## src/rtl/bus_timer_pkg.sv

```systemverilog
// Shared constants and types for the memory-mapped bus timer.
package bus_timer_pkg;

  // Base byte addresses of the two timer instances behind the bridge.
  localparam logic [31:0] TC1_ADDR = 32'h0000_7F00;
  localparam logic [31:0] TC2_ADDR = 32'h0000_7F10;

  // Word offsets selected by addr[3:2].
  localparam logic [1:0] TC_CTRL   = 2'd0;
  localparam logic [1:0] TC_PRESET = 2'd1;
  localparam logic [1:0] TC_COUNT  = 2'd2;
  localparam logic [1:0] TC_RSVD   = 2'd3;

  // CTRL bit positions.
  localparam int CTRL_EN      = 0;
  localparam int CTRL_MODE_LO = 1;
  localparam int CTRL_MODE_HI = 2;
  localparam int CTRL_IM      = 3;

  // Counting modes; encodings 2 and 3 behave as one-shot.
  typedef enum logic [1:0] {
    TC_MODE_ONESHOT = 2'd0,
    TC_MODE_RELOAD  = 2'd1,
    TC_MODE_RSVD2   = 2'd2,
    TC_MODE_RSVD3   = 2'd3
  } tc_mode_e;

  // Counter state machine.
  typedef enum logic [1:0] {
    ST_IDLE = 2'd0,
    ST_LOAD = 2'd1,
    ST_CNT  = 2'd2,
    ST_INT  = 2'd3
  } tc_state_e;

  // CTRL register image; field order matches the bit positions above.
  typedef struct packed {
    logic     im;
    tc_mode_e mode;
    logic     en;
  } tc_ctrl_t;

  // Zero-extend CTRL to a bus word.
  function automatic logic [31:0] ctrl_to_word(input tc_ctrl_t c);
    return {28'd0, c};
  endfunction

endpackage

```

## src/rtl/bus_timer.sv

```systemverilog
// Memory-mapped down-counter with CTRL/PRESET/COUNT registers and a level irq.
module bus_timer
  import bus_timer_pkg::*;
#(
  parameter logic [31:0] BASE_ADDR = TC1_ADDR
) (
  input  logic        clk,
  input  logic        reset,
  input  logic [31:0] addr,
  input  logic        we,
  input  logic [3:0]  byteen,
  input  logic [31:0] wdata,
  output logic [31:0] rdata,
  output logic        irq
);

  tc_ctrl_t  ctrl_q,     ctrl_d;
  logic [31:0] preset_q, preset_d;
  logic [31:0] count_q,  count_d;
  tc_state_e state_q,    state_d;
  logic      int_flag_q, int_flag_d;

  logic       hit;
  logic [1:0] sel;
  logic       wr_ok;
  logic       wr_ctrl;
  logic       wr_preset;
  logic       unused_addr_lsbs;

  assign hit       = (addr[31:4] == BASE_ADDR[31:4]);
  assign sel       = addr[3:2];
  assign wr_ok     = hit && we && (byteen == 4'b1111);
  assign wr_ctrl   = wr_ok && (sel == TC_CTRL);
  assign wr_preset = wr_ok && (sel == TC_PRESET);

  // Byte offset within a word is irrelevant: only full-word accesses exist.
  assign unused_addr_lsbs = ^addr[1:0];

  assign irq = ctrl_q.im & int_flag_q;

  // Next-state: FSM first, then bus writes so software always wins a collision.
  always_comb begin
    // NOTE: every signal written here gets a default first, so no path can
    // leave it unassigned and infer a latch.
    ctrl_d     = ctrl_q;
    preset_d   = preset_q;
    count_d    = count_q;
    state_d    = state_q;
    int_flag_d = int_flag_q;

    unique case (state_q)
      ST_IDLE: begin
        if (ctrl_q.en) state_d = ST_LOAD;
      end
      ST_LOAD: begin
        // Uses the PRESET value from before this edge, even if it is being written now.
        count_d    = preset_q;
        int_flag_d = 1'b0;
        state_d    = ST_CNT;
      end
      ST_CNT: begin
        if (!ctrl_q.en) begin
          state_d = ST_IDLE;               // COUNT freezes where it is
        end else if (count_q > 32'd1) begin
          count_d = count_q - 32'd1;
        end else begin
          count_d    = 32'd0;
          int_flag_d = 1'b1;
          state_d    = ST_INT;
        end
      end
      ST_INT: begin
        state_d = ST_IDLE;
        if (ctrl_q.mode == TC_MODE_RELOAD) begin
          int_flag_d = 1'b0;               // pulse only; EN stays set so it reloads
        end else begin
          ctrl_d.en = 1'b0;                // one-shot and reserved modes stop
        end
      end
      default: state_d = ST_IDLE;
    endcase

    if (wr_ctrl) begin
      ctrl_d     = tc_ctrl_t'(wdata[CTRL_IM:CTRL_EN]);
      int_flag_d = 1'b0;
    end
    if (wr_preset) begin
      preset_d   = wdata;
      int_flag_d = 1'b0;
    end
  end

  // State register with synchronous reset.
  always_ff @(posedge clk) begin
    // NOTE: non-blocking assignments here so every register samples the
    // pre-edge values computed above, independent of statement order.
    if (reset) begin
      ctrl_q     <= '0;
      preset_q   <= '0;
      count_q    <= '0;
      state_q    <= ST_IDLE;
      int_flag_q <= 1'b0;
    end else begin
      ctrl_q     <= ctrl_d;
      preset_q   <= preset_d;
      count_q    <= count_d;
      state_q    <= state_d;
      int_flag_q <= int_flag_d;
    end
  end

  // Combinational read mux; zero when the address misses this timer.
  always_comb begin
    rdata = 32'd0;
    if (hit) begin
      unique case (sel)
        TC_CTRL:   rdata = ctrl_to_word(ctrl_q);
        TC_PRESET: rdata = preset_q;
        TC_COUNT:  rdata = count_q;
        default:   rdata = 32'd0;
      endcase
    end
  end

endmodule

```

## config.mk

```make
export PLATFORM = sky130hd
export DESIGN_NAME = bus_timer
export DESIGN_NICKNAME = d
export VERILOG_FILES = /design/src/rtl/bus_timer_pkg.sv /design/src/rtl/bus_timer.sv
export SDC_FILE = /design/constraint.sdc
export NUM_CORES = 1
export LEC_CHECK = 0
export ABC_AREA = 1
export CORE_MARGIN = 3
export CORE_UTILIZATION = 25
export DETAILED_ROUTE_END_ITERATION = 10
export DONT_BUFFER_PORTS = 1
export PLACE_DENSITY = 0.47
export SLEW_MARGIN = 5
export SYNTH_ARGS = -nofsm -noshare
export SYNTH_HDL_FRONTEND = slang
export SYNTH_SLANG_ARGS = --single-unit
```

## constraint.sdc

```tcl
create_clock -name clk -period 3 [get_ports clk]
set_input_delay 0.6 -clock clk [delete_from_list [all_inputs] [get_ports clk]]
set_output_delay 0.6 -clock clk [all_outputs]
set_load 0.01 [all_outputs]
```

==> flow_summary.json <==
{
  "status": "finished clean",
  "fin_crit_ps": 2410,
  "synth-xor-area-share": 0.0328,
  "grt_max_degree": 65,
  "grt_pass1_wl_um": 23100,
  "reg2regPathDepth": 8,
  "leakage_nw": 2.24,
  "dp_slack_ps": 567,
  "syn-instance-count": 770,
  "postSynth.asyncResetShare": 0,
  "start_util": 0.256,
  "setup_tns_ps": 0,
  "worstMarginPinSlew_ps": 597,
  "drtIter0Drc": 332,
  "synthDistinctLibCells": 35,
  "clkSinkCount": 71,
  "hold_depth": 1,
  "grt_pass1_vias": 4586,
  "slew_violations": 0,
  "antenna_cells": 0,
  "dr.pass1.iters": 4,
  "path_buf_inv": 2,
  "post_synth_instance_area_um2": 4800,
  "internal_power_mw": 1.55,
  "critPathCaptureType": "primary output",
  "ys_seq_area_frac": 0.296,
  "final_cell_mix": "183 x nand2_1, 111 x inv_1, 99 x nor2_1",
  "relSlewSlack": 0.602,
  "totalWireLength_um": 13600,
  "cts_made_buffers": 9,
  "dieArea_um2": 20900,
  "cts_tree": "yes",
  "path_class": "in -> out",
  "rsz0062_at_grt": "no",
  "cp.required_ps": 2400,
  "coreArea_um2": 18800,
  "antenna_found_initial": 0,
  "synth_top_family_by_area": "simple AND/OR/NAND/NOR gates",
  "power.switching_mw": 0.438,
  "min_from": "reset",
  "ios": 104,
  "rows": 50,
  "path_delay_family": "simple AND/OR/NAND/NOR gates",
  "syn_area_per_cell_um2": 6.23,
  "fin_skew_ps": 3.52,
  "via_count": 4542,
  "synth_compound_area_frac": 0.209,
  "drc": 0,
  "post_cts_buffers": 0,
  "setup-violations-final": 0,
  "die_x_um": 145,
  "finalWorstSetupSlack_ps": 590,
  "crit_start": "addr[5]",
  "via_per_inst": 4.43,
  "drive_above_1_share": 0.155,
  "final_common_cell": "nand2_1",
  "crit_fanout": 32,
  "p_per_area_nw_per_um2": 361,
  "nets": 861,
  "h-tree-depth": 3,
  "port_buffers": 0,
  "ys_ff_latch": 71,
  "fp.dieH_um": 145,
  "rr_startpoint": "state_q[0]$_SDFFE_PP0P_",
  "clk_path_buf_depth": 2,
  "cap_violations": 0,
  "path_clk_slew_ps": 50,
  "cts_root_buffer": "clkbuf_16",
  "power.total_mw": 1.99,
  "syn_nets": 843,
  "grtUsageTotal": 0.137,
  "switching_share": 0.220,
  "muxShareOfSynthArea": 0,
  "ant_nets": 0,
  "startpoint_type": "primary input",
  "grt_remaining_overflow": 0,
  "yosys_most_used_dff": "dfxtp_1",
  "hold_path.class": "in -> reg",
  "hold_buffers": 0,
  "gp_congestion": 0.876,
  "pwr-share-clk": 0.497,
  "slowest_stage": "nor4_1",
  "max_freq_mhz": 415,
  "yosys.area_share.simple": 0.332,
  "hold_violations": 0,
  "hold_slack_ps": 321,
  "worstPathArrival_ps": 1810,
  "max_stage_delay_ps": 260,
  "finalCritPeriodShare": 0.803,
  "wl_per_cell_um": 13.3,
  "p_seq_frac": 0.473,
  "crit_cells": 7,
  "place_hpwl_um": 9760,
  "cp_cell_sequence": "nor4_1, nand2_1, nor2_1, nand2_1, buf_4, a21oi_1, buf_4",
  "power_frac_comb": 0.030,
  "cts_resized": 0,
  "synth_adder_area_share": 0.00521,
  "syn_to_final_growth_pct": 14.8,
  "vdd_ir_drop_max_mv": 0.216,
  "worstSkewPairLatency_ps": 350,
  "synth_edf_count": 0,
  "yosys_warnings": 0
}
[layer usage]
metal  global-route usage  up-vias  wire length [µm]
li1                     -     2465                 -
met1                0.182     1971              6630
met2                0.214       89              5970
met3               0.0440       17               804
met4               0.0373        0               211
met5                    0        -                 0
[power by group through the flow]
| stage | Clock, mW | Combinational, mW | Sequential [mW] |
|---|---|---|---|
| 2_1_floorplan | 0 | 0.0432 | 0.964 |
| 3_3_place_gp | 0 | 0.0594 | 0.964 |
| 3_5_place_dp | 0 | 0.0599 | 0.964 |
| 4_1_cts | 1.03 | 0.0599 | 0.943 |
| 5_1_grt | 1.08 | 0.0684 | 0.942 |
| 6_report | 0.990 | 0.0588 | 0.943 |
[cell usage after synthesis, types with 3 or more instances]
library cell / n / area, µm²
inv_1: 112 / 420
nor2_2: 11 / 68.8
nand2_4: 3 / 33.8
nor2_1: 100 / 375
nand2_2: 3 / 18.8
xor2_1: 15 / 131
nor4_1: 3 / 18.8
a21oi_2: 30 / 263
o21ai_0: 72 / 360
nand2_1: 183 / 687
buf_2: 4 / 20.0
nand3_2: 10 / 100
dfxtp_1: 71 / 1420
nand3_1: 21 / 105
a31oi_1: 4 / 25.0
nor2_4: 6 / 67.6
clkbuf_1: 25 / 93.8
a21oi_1: 63 / 315
xnor2_1: 3 / 26.3
nand4_1: 7 / 43.8
nor3_1: 7 / 35.0
[area by class of cell]
class / instances / area, µm²
clock buffer: 13 / 260
clock inverter: 1 / 5.00
fill: 2116 / 13300
inverter: 112 / 420
multi-input combinational: 552 / 2790
sequential: 71 / 1420
tap: 234 / 293
timing repair buffer: 42 / 328
[registers in the layout (all words and copies together) (netlist names)]
register    flops
int_flag_q      1
count_q        32
state_q         2
preset_q       32
ctrl_q          4
[worst reg2reg max path: cells and delay by family, from the launching register on]
kind                   cells  cell delay [ps]
DFF                        1              300
and+or+nand+nor            2              230
AOI/OAI and AO/OA          3              300
buffers and inverters      3             1110
[final timing paths]
path / endpoint / slack (ps)
hold reg to reg: int_flag_q$_SDFFE_PP0P_ / 490
setup reg to reg: count_q[14]$_SDFFE_PP0P_ / 1000
hold / removal: state_q[1]$_SDFFE_PP0P_ / 320
setup / recovery: rdata[30] / 590
[through the flow]
| step | util | area [µm²] | instances |
|---|---|---|---|
| floorplan | - | 4800 | 770 |
| global placement | 0.280 | 5250 | 1011 |
| detailed placement | 0.280 | 5250 | 1011 |
| CTS | 0.294 | 5510 | 1025 |
| global route | 0.294 | 5510 | 1025 |
| finish | 0.294 | 5510 | 1025 |
[kinds of logic (layout without fill, tap and decap cells)]
family	Yosys count	count (layout)
adders and majority gates	2	2
and+or+nand+nor	358	358
xor gates and xnor gates	18	18
AOI/OAI and AO/OA	174	174
buffers and inverters	147	168
DFF	71	71
No activity file was read; power rests on OpenSTA's default activity.
